`config.mk`:
```
export PLATFORM = sky130hd
export DESIGN_NAME = parity_arbiter
export DESIGN_NICKNAME = d
export VERILOG_FILES = /design/src/rtl/parity_arbiter.sv
export SDC_FILE = /design/constraint.sdc
export NUM_CORES = 1
export LEC_CHECK = 0
export CAP_MARGIN = 20
export CORE_MARGIN = 4
export CORE_UTILIZATION = 41
export DETAILED_ROUTE_END_ITERATION = 10
export GPL_ROUTABILITY_DRIVEN = 0
export HOLD_SLACK_MARGIN = 0.03
export PLACE_DENSITY = 0.84
export SETUP_SLACK_MARGIN = 0.4
export SLEW_MARGIN = 20
export SYNTH_ARGS = -nofsm -noshare
export SYNTH_HDL_FRONTEND = slang
export SYNTH_SLANG_ARGS = --single-unit
export TNS_END_PERCENT = 50
```
`constraint.sdc`:
```
create_clock -name clk -period 2.4 [get_ports clk]
set_input_delay 0.48 -clock clk [delete_from_list [all_inputs] [get_ports clk]]
set_output_delay 0.48 -clock clk [all_outputs]
set_load 0.02 [all_outputs]
```
`src/rtl/parity_arbiter.sv`:
```
// rtl/parity_arbiter.sv - round-robin arbiter sharing one parity counter among NREQ requesters
// Optional watchdog on the WAIT state is enabled by defining PAR_WATCHDOG_EN.
module parity_arbiter #(
    parameter int NREQ    = 4,
    parameter int DW      = 8,
    parameter int TIMEOUT = 32
) (
    input  logic               clk,
    input  logic               rst,
    input  logic [NREQ-1:0]    req,
    input  logic [NREQ*DW-1:0] req_data,
    output logic [NREQ-1:0]    ack,
    output logic               par_out,
    output logic               err,
    output logic               cnt_init,
    output logic [DW-1:0]      cnt_data,
    input  logic               cnt_done,
    input  logic               cnt_par
);

    localparam int IW = (NREQ > 1) ? $clog2(NREQ) : 1;

    typedef enum logic [1:0] {IDLE, START, WAIT, RESP} state_t;

    state_t          state, state_nx;
    logic [IW-1:0]   rr_ptr;
    logic [IW-1:0]   grant;
    logic [IW-1:0]   sel_idx;
    logic            sel_found;
    logic            par_r;
    logic            wd_expire;

    // Search starts at rr_ptr and wraps, so the last-served requester goes to the back.
    always_comb begin
        int            j;
        logic [IW-1:0] j_idx;
        sel_found = 1'b0;
        sel_idx   = rr_ptr;
        j         = 0;
        j_idx     = '0;
        for (int i = 0; i < NREQ; i++) begin
            j = int'(rr_ptr) + i;
            if (j >= NREQ) j = j - NREQ;
            j_idx = IW'(j);
            if (!sel_found && req[j_idx]) begin
                sel_found = 1'b1;
                sel_idx   = j_idx;
            end
        end
    end

    always_comb begin
        state_nx = state;
        case (state)
            IDLE:    if (sel_found) state_nx = START;
            START:   state_nx = WAIT;
            WAIT:    if (cnt_done || wd_expire) state_nx = RESP;
            RESP:    state_nx = IDLE;
            default: state_nx = IDLE;
        endcase
    end

    always_ff @(posedge clk or posedge rst) begin
        if (rst) begin
            state    <= IDLE;
            rr_ptr   <= '0;
            grant    <= '0;
            cnt_data <= '0;
            par_r    <= 1'b0;
        end else begin
            state <= state_nx;
            case (state)
                IDLE: begin
                    if (sel_found) begin
                        grant    <= sel_idx;
                        cnt_data <= req_data[int'(sel_idx)*DW +: DW];
                    end
                end
                WAIT: begin
                    if (cnt_done)       par_r <= cnt_par;
                    else if (wd_expire) par_r <= 1'b0;
                end
                RESP: rr_ptr <= (grant == IW'(NREQ - 1)) ? '0 : grant + 1'b1;
                default: ;
            endcase
        end
    end

    assign cnt_init = (state == START);
    assign ack      = (state == RESP) ? (NREQ'(1) << grant) : '0;
    assign par_out  = (state == RESP) && par_r;

`ifdef PAR_WATCHDOG_EN
    localparam int WDW = $clog2(TIMEOUT + 1);

    logic [WDW-1:0] wd_cnt;
    logic           err_r;

    // wd_cnt counts completed WAIT cycles; expiry fires on the TIMEOUT-th one.
    assign wd_expire = (state == WAIT) && !cnt_done && (wd_cnt == WDW'(TIMEOUT - 1));

    always_ff @(posedge clk or posedge rst) begin
        if (rst) begin
            wd_cnt <= '0;
            err_r  <= 1'b0;
        end else begin
            if (state == START) wd_cnt <= '0;
            else if (state == WAIT) wd_cnt <= wd_cnt + 1'b1;
            if (state == WAIT) begin
                if (cnt_done)       err_r <= 1'b0;
                else if (wd_expire) err_r <= 1'b1;
            end
        end
    end

    assign err = (state == RESP) && err_r;
`else
    logic unused_timeout;

    assign unused_timeout = ^TIMEOUT;
    assign wd_expire      = 1'b0;
    assign err            = 1'b0;
`endif

endmodule

```
Word level (Yosys, flattened, before mapping)
Cells that the tools add are included.
- register bits: 15
- bits in latches: 0
- bits in writable memories: 0
- ROM bits: 0
- input bits: 40
- output and inout bits: 15
- logic and storage cells: 65
- memories: 0
- $add $sub $neg: 8
- multipliers: 0
- divide/modulo/power cells: 0
- $lt $le $gt $ge: 8
- eq/ne operators: 6
- shifts and indexed selects: 2
- mux-type cells: 25
- bitwise gates (word level): 0
- reduce and logical (&&, ||, !) cells: 11
- operators by type and width (operator ; count):
    indexed part select 32 x 6 -> 8 bit ; 1
    two-way mux 2 bit ; 11
    < comparator 2 x 3 -> 1 bit, second input constant ; 4
    greater-or-equal comparator 3 bit, second input constant ; 3
    binary-select mux 1 bit (select 2 bit) ; 4
    two-way mux 1 bit ; 8
    one-hot mux 2 bit (4 select lines) ; 1
    subtractor 2 x 1 -> 2 bit, second input constant ; 4
    adder 2 x 2 -> 3 bit, second input constant ; 2
    == test 2 bit, second input constant ; 3
    AND reduction 2 bit ; 3
    logical AND 1 bit ; 4
    two-way mux 4 bit ; 1
    != test 2 bit, second input constant ; 2
    left shift 1 x 2 -> 4 bit, first input constant ; 1
    adder 2 x 1 -> 3 bit, second input constant ; 1
    greater-or-equal comparator 2 x 3 -> 1 bit, second input constant ; 1
    zero test 1 bit ; 3
    adder 2 x 1 -> 2 bit, second input constant ; 1
    == test 2 x 1 -> 1 bit, second input constant ; 1
    zero test 2 bit ; 1

Depth between registers and ports, before layout
Gate-level depths: netlist (run 1).
- depth in word-level cells: 16
- mapped depth: 7
- gate-level depth less buffers: 6

Worst setup path before layout (run 1)
No wires, ideal clock.
- path kind: input to register
- start point: input req[0]
- end point: register cnt_data[7]
- library setup time: 0.133 ns
- data arrival time: 1.661 ns
- required time: 2.267 ns
- slack: 0.606 ns
- stages: 6
- path buffers: 1
- path through: or2b_4 -> a21oi_4 -> nor3_4 -> buf_6 -> mux2i_1 -> a211oi_2
- longest elaborated chain between the ends: 13
- elaborated cells between the ends (all ways): 24
- classes of those cells: shift (1); mux (16); reduce/logical (7)
- ends and longest elaborated chain (what ; RTL line ; source):
    from (decl) ; 10 ; input logic [NREQ-1:0] req,
    binary-select mux 1 bit (select 2 bit) ; 45 ; if (!sel_found && req[j_idx]) begin
    two-way mux 1 bit (not written as such) ; 45 ;
    two-way mux 1 bit ; 45 ;
    zero test 1 bit ; 45 ;
    logical AND 1 bit ; 45 ;
    two-way mux 1 bit ; 45 ;
    zero test 1 bit ; 45 ;
    logical AND 1 bit ; 45 ;
    two-way mux 1 bit ; 45 ;
    zero test 1 bit ; 45 ;
    logical AND 1 bit ; 45 ;
    two-way mux 2 bit / two-way mux 1 bit (equally long branches) ; 45 ;
    indexed part select 32 x 6 -> 8 bit / AND reduction 2 bit (equally long branches) ; n/a ;
    to (signal assigned) ; 76 ; cnt_data <= req_data[int'(sel_idx)*DW +: DW];
    to (decl) ; 16 ; output logic [DW-1:0] cnt_data,
Several ways; a longest one is shown, not always the timed one. The select of a mux whose other input is x is not followed.
A chain may end at the register's enable or synchronous reset.

Final worst setup path (run 1)
- start point: input req[2]
- end point: register cnt_data[5]
Same word-level chain as after synthesis.

==> results of run 1 <==
## synth_stat cells
library cell	instances	area, sq um
o22ai_1	1	6.260
and2_1	6	37.54
dfrtp_1	15	375.4
buf_1	1	3.750
a21bo_2	2	20.02
buf_6	1	11.26
buf_2	1	5.000
or2b_4	1	11.26
buf_4	1	7.510
a211oi_2	3	37.54
nand2_1	4	15.01
conb_1	1	3.750
a21oi_1	1	5.000
nor2_1	8	30.03
nand2b_1	2	12.51
mux2i_1	8	80.08
o32a_1	1	10.01
nor2b_1	2	12.51
clkbuf_1	1	3.750
or2_2	1	6.260
o21ai_0	4	20.02
and3_1	1	6.260
nor4_1	1	6.260
a21boi_4	1	18.77
a211oi_1	13	97.59
mux2_2	2	22.52
nor3_1	1	5.000
inv_1	7	26.28
and3b_1	1	8.760
o31a_1	8	70.07
a21oi_4	2	32.53
ha_1	9	112.6
a2111o_1	1	11.26
nor3_4	1	16.27
## final timing paths
kind / cells after the start / slack [ns] / end
setup / recovery: 6 / 0.45 / cnt_data[5]
hold / removal: 1 / 0.52 / par_r
setup reg to reg: 6 / 0.64 / cnt_data[6]
hold reg to reg: 1 / 0.52 / par_r
max in group asynchronous: 2 / 1.47 / cnt_data[1]
min in group asynchronous: 2 / 0.55 / cnt_data[2]
## critical path, stage by stage
cell and delay, ns:
clkdlybuf4s50_1 0.48, nor4_1 0.45, nor2b_1 0.17, a21bo_2 0.28, a211oi_1 0.06, a211oi_1 0.22
## area by class of cell
cell class / instances / share of cell area [%]
tap: 30 / 2.066
inverter: 7 / 1.446
sequential: 15 / 20.66
multi-input combinational: 87 / 41.60
timing repair buffer: 60 / 32.78
clock buffer: 4 / 1.446
## power by group through the flow
stage | clock network (mW) | registers [mW] | logic (mW)
after floorplan | 0 | 0.548 | 0.644
after global placement | 0 | 0.480 | 1.08
after detailed placement | 0 | 0.485 | 1.12
after CTS | 0.149 | 0.482 | 1.19
after global routing | 0.163 | 0.497 | 1.28
final | 0.149 | 0.483 | 1.18
## per-layer routing
metal / wire length [um] / up-vias
met4: 57 / 0
met3: 229 / 10
li1: - / 538
met5: 0 / -
met1: 1357 / 540
met2: 1507 / 46
## metrics by stage
step                setup WS, ns  util [%]  cell area (sq um)  instances
floorplan                 0.6061         -               1149        113
global placement        -0.09484     67.11               1723        196
detailed placement       -0.2015     67.11               1723        196
CTS                       0.2214     69.93               1795        203
global route              0.3962     70.76               1817        203
finish                    0.4482     70.76               1817        203
## logic make-up after synthesis
| group | Yosys count | share of synthesized area, % |
|---|---|---|
| simple gates | 29 | 14.60 |
| buf+inv | 12 | 5.010 |
| compound gates | 37 | 28.65 |
| flops | 15 | 32.68 |
| fa+ha+maj | 9 | 9.804 |
| other cells | 1 | 0.3265 |
| mux | 10 | 8.933 |
## timing repair
action / in CTS / in global routing
hold endpoints to repair: 0 / 0
hold buffers: 0 / 0
pin swaps: 3 / 3
setup endpoints to repair: 15 / 12
gates cloned: 1 / 0
setup buffers: 2 / 0
resized for setup: 7 / 8
## sequential cells by signal (all words and copies together) (netlist names)
register	cells
grant	2
rr_ptr	2
par_r	1
cnt_data	8
state	2
==> flow_metrics.py, run 1 <==
metrics = {
    "critical_path": {
        "start_kind": "primary input",
        "crit_start": "req[2]",
        "end_kind": "register",
        "cp.arrival_ns": 2.15,
        "rr_startpoint": "state[0]",
        "worstSetupPathType": "in -> reg",
        "cp_max_fo": 5,
        "critPathRequiredTime_ns": 2.60,
    },
    "sta": {
        "relSlewSlack_pct": 61.09,
        "fin_skew_ns": 0.001639,
        "whs_ns": 0.5172,
        "period_minus_slack_ns": 1.952,
        "finalMaxSlewViolations": 0,
        "finalHoldViolations": 0,
        "max_freq_mhz": 512.4,
        "setup_tns_ns": 0,
        "final-setup-viol-count": 0,
        "worst_pin_slew_ns": 0.5830,
        "rsz0062_at_grt": "yes",
        "finalCritPeriodShare_pct": 81.32,
    },
    "finish": {
        "multi_input_area_sq_um": 755.7,
        "syn2layout_area_growth_pct": 58.17,
        "drive_gt1_share_pct": 17.34,
        "final_common_cell": "clkdlybuf4s50_1",
        "diodes": 0,
        "final_cell_mix": "45 x clkdlybuf4s50_1, 15 x dfrtp_1, 9 x a211oi_1",
        "nNetsFinal": 223,
        "regArea_sq_um": 375.4,
        "num-fill-cells": 202,
    },
    "grt": {
        "grt_pass1_vias": 1182,
        "busiest_layer": "met2",
        "gr-usage-met3_pct": 4.255,
        "antenna_found_initial": 0,
        "grt_max_degree": 16,
        "grt_usage_pct": 18.50,
        "met2_usage_pct": 31.60,
        "grt_pass1_wl_um": 5140,
        "grt-ovfl-total": 0,
        "grtUsageMet1_pct": 22.01,
    },
    "power_and_ir_drop": {
        "p_seq_share_pct": 26.7,
        "p_clk_share_pct": 8.2,
        "switchingPower_mw": 0.7884,
        "p_total_mw": 1.813,
        "p_sw_share_pct": 43.49,
        "p_leak_nw": 0.8376,
        "pwr-share-comb_pct": 65.1,
        "p_int_mw": 1.024,
        "powerDensity_mw_per_mm2": 997.8,
        "max-vdd-ir-drop_mv": 0.6836,
    },
    "yosys": {
        "postSynthCellCount": 113,
        "synth.ff_latch_count": 15,
        "syn_area_sq_mm": 0.001149,
        "syn-num-nets": 162,
        "syn_avg_cell_area_sq_um": 10.16,
        "seq_area_frac_synth_pct": 32.68,
        "ys_types": 34,
        "yosysWarnings": 0,
    },
    "drt": {
        "totalWireLength_um": 3151,
        "via_per_inst": 5.586,
        "wl_per_cell_um": 15.52,
        "dr.first_iter.drc_count": 34,
        "antenna_left": 0,
        "vias": 1134,
        "dr.pass1.iters": 4,
        "drc_errors": 0,
    },
    "die": {
        "die_w_um": 60.93,
        "dieArea_sq_mm": 0.003712,
        "core_sq_mm": 0.002567,
        "start_util_pct": 44.74,
        "core.rowCount": 18,
        "die_h_um": 60.93,
        "ioPinCount": 55,
    },
    "cts": {
        "cts-buffers-inserted": 3,
        "clock_path_buffers": 2,
        "clock-sinks": 15,
        "htree_levels": 1,
        "clock_latency_ns": 0.28,
        "cts_tree": "yes",
        "clkTransAtPathRegs_ns": 0.09,
        "cts_root_buf": "clkbuf_4",
    },
    "placement": {
        "portBuffers": 53,
        "hpwlAfterDp_um": 2411,
    },
    "hold_path": {
        "min-delay-path-class": "reg -> reg",
        "min-delay-start": "par_r",
    },
    "status": {
        "outcome": "complete, no violations",
    },
    "job": {
        "drv_cap": 0,
    },
}
Power figures use the tool's default switching activity.
==> run 2: changes to the inputs <==
==> constraint.sdc (replaced) <==
create_clock -name clk -period 2 [get_ports clk]
set_input_delay 0.4 -clock clk [delete_from_list [all_inputs] [get_ports clk]]
set_output_delay 0.4 -clock clk [all_outputs]
set_load 0.02 [all_outputs]
==> flow_metrics.py, run 2 (synthesis gave the netlist of run 1 again) <==
metrics = {
    "hold_path": {
        "min-delay-path-class": "in -> async",
    },
    "critical_path": {
        "cp_max_fo": 9,
        "r2r_end": "cnt_data[2]",
        "end_kind": "register",
        "r2r_cells": 7,
        "cp.arrival_ns": 1.87,
        "crit_start": "rr_ptr[1]",
        "critPathRequiredTime_ns": 2.17,
        "worstSetupEndpoint": "cnt_data[2]",
        "start_kind": "register",
        "reg2reg_slack_ns": 0.30,
        "worstSetupPathType": "reg -> reg",
        "rr_startpoint": "rr_ptr[1]",
    },
    "finish": {
        "design_area_sq_mm": 0.002042,
        "regArea_sq_um": 379.1,
        "syn2layout_area_growth_pct": 77.78,
        "num-fill-cells": 166,
        "multi_input_area_sq_um": 878.3,
        "diodes": 0,
        "final_cell_mix": "41 x clkdlybuf4s50_1, 14 x a211oi_2, 13 x buf_4",
        "nNetsFinal": 233,
        "drive_gt1_share_pct": 39.89,
        "largest_register": "cnt_data",
        "largest_register_ffs": 8,
        "final_common_cell": "clkdlybuf4s50_1",
    },
    "power_and_ir_drop": {
        "p_seq_share_pct": 23.2,
        "p_sw_share_pct": 42.94,
        "p_leak_nw": 0.8409,
        "pwr-share-comb_pct": 69.8,
        "p_int_mw": 1.485,
        "powerDensity_mw_per_mm2": 1275,
        "max-vdd-ir-drop_mv": 0.8945,
        "p_clk_share_pct": 7.0,
        "p_total_mw": 2.603,
        "switchingPower_mw": 1.118,
    },
    "die": {
        "core.rowCount": 18,
        "dieArea_sq_mm": 0.003712,
        "ioPinCount": 55,
        "start_util_pct": 44.74,
        "die_h_um": 60.93,
        "die_w_um": 60.93,
        "core_sq_mm": 0.002567,
    },
    "sta": {
        "worst_pin_slew_ns": 0.6137,
        "rsz0062_at_grt": "yes",
        "relSlewSlack_pct": 59.04,
        "period_minus_slack_ns": 1.697,
        "finalCritPeriodShare_pct": 84.83,
        "fin_skew_ns": 0.009103,
        "final-setup-viol-count": 0,
        "finalHoldViolations": 0,
        "finalMaxSlewViolations": 0,
        "max_freq_mhz": 589.4,
    },
    "cts": {
        "cts_root_buf": "clkbuf_4",
        "cts_tree": "yes",
        "htree_levels": 1,
        "clock-sinks": 15,
        "clock_latency_ns": 0.29,
        "clock_path_buffers": 2,
        "hold_buffers": 0,
        "clkTransAtPathRegs_ns": 0.10,
        "cts-buffers-inserted": 3,
    },
    "drt": {
        "dr.first_iter.drc_count": 46,
        "totalWireLength_um": 3972,
        "drc_errors": 0,
        "antenna_left": 0,
        "vias": 1194,
        "via_per_inst": 5.606,
        "dr.pass1.iters": 4,
        "wl_per_cell_um": 18.65,
    },
    "grt": {
        "grt_pass1_vias": 1241,
        "grt_pass1_wl_um": 5809,
        "grt_max_degree": 18,
        "grt_usage_pct": 21.46,
        "antenna_found_initial": 0,
        "grt-ovfl-total": 0,
    },
    "status": {
        "outcome": "complete, no violations",
    },
    "job": {
        "drv_cap": 0,
    },
    "placement": {
        "portBuffers": 53,
        "dpl_cell_area_sq_mm": 0.001753,
        "hpwlAfterDp_um": 2630,
    },
}
==> run 2: worst min-delay path by stage <==
| stage | start | to | slack (ns) |
|---|---|---|---|
| floorplan | rst | cnt_data[0] | 0.30 |
| global placement | par_r | par_r | 0.48 |
| detailed placement | par_r | par_r | 0.52 |
| CTS | rst | state[0] | 0.51 |
| global route | rst | cnt_data[6] | 0.52 |
| finish | rst | cnt_data[6] | 0.48 |
==> run 2: layout make-up <==
type	instances	share of cell area, %
multi-input combinational	87	43.01
timing repair buffer	70	34.01
sequential	15	18.57
tap	30	1.838
clock buffer	4	1.287
inverter	7	1.287
==> run 2: power by group through the flow <==
| stage | Sequential (mW) | Clock, mW | Combinational (mW) |
|---|---|---|---|
| floorplan | 0.658 | 0 | 0.793 |
| CTS | 0.588 | 0.179 | 1.65 |
| global route | 0.620 | 0.199 | 1.94 |
| finish | 0.604 | 0.183 | 1.82 |
| detailed placement | 0.584 | 0 | 1.37 |
| global placement | 0.580 | 0 | 1.32 |
==> run 2: metrics by stage <==
step / instances / setup WS, ns / TNS [ns] / utilization, % / hold WS (ns)
after floorplan: 113 / 0.3015 / 0 / - / 0.3015
after global placement: 199 / -0.3726 / -3.242 / 68.27 / 0.4824
after detailed placement: 199 / -0.4779 / -3.792 / 68.27 / 0.5230
after CTS: 210 / 0.3086 / 0 / 76.46 / 0.5117
after global routing: 213 / 0.2082 / 0 / 79.53 / 0.5249
final: 213 / 0.3034 / 0 / 79.53 / 0.4803
==> run 2: metal layers <==
layer	wire length (um)	up-vias	track usage (%)
li1	-	554	-
met1	1742	575	26.88
met2	1899	55	35.11
met3	243	10	4.681
met4	87	0	9.907
met5	0	-	0
==> run 2: timing repair <==
item	4_1_cts	5_1_grt
endpoints found under the setup margin	26	22
cloned	1	1
resized for setup	68	16
pin swaps	20	5
setup buffers	6	2
hold endpoints to repair	0	0
==> run 2: critical path: stages (launching register included) <==
cell	delay (ns)
dfrtp_1	0.41
buf_4	0.14
a21bo_2	0.15
a21oi_4	0.07
nor3_4	0.26
buf_12	0.19
mux2i_1	0.25
a211oi_1	0.10
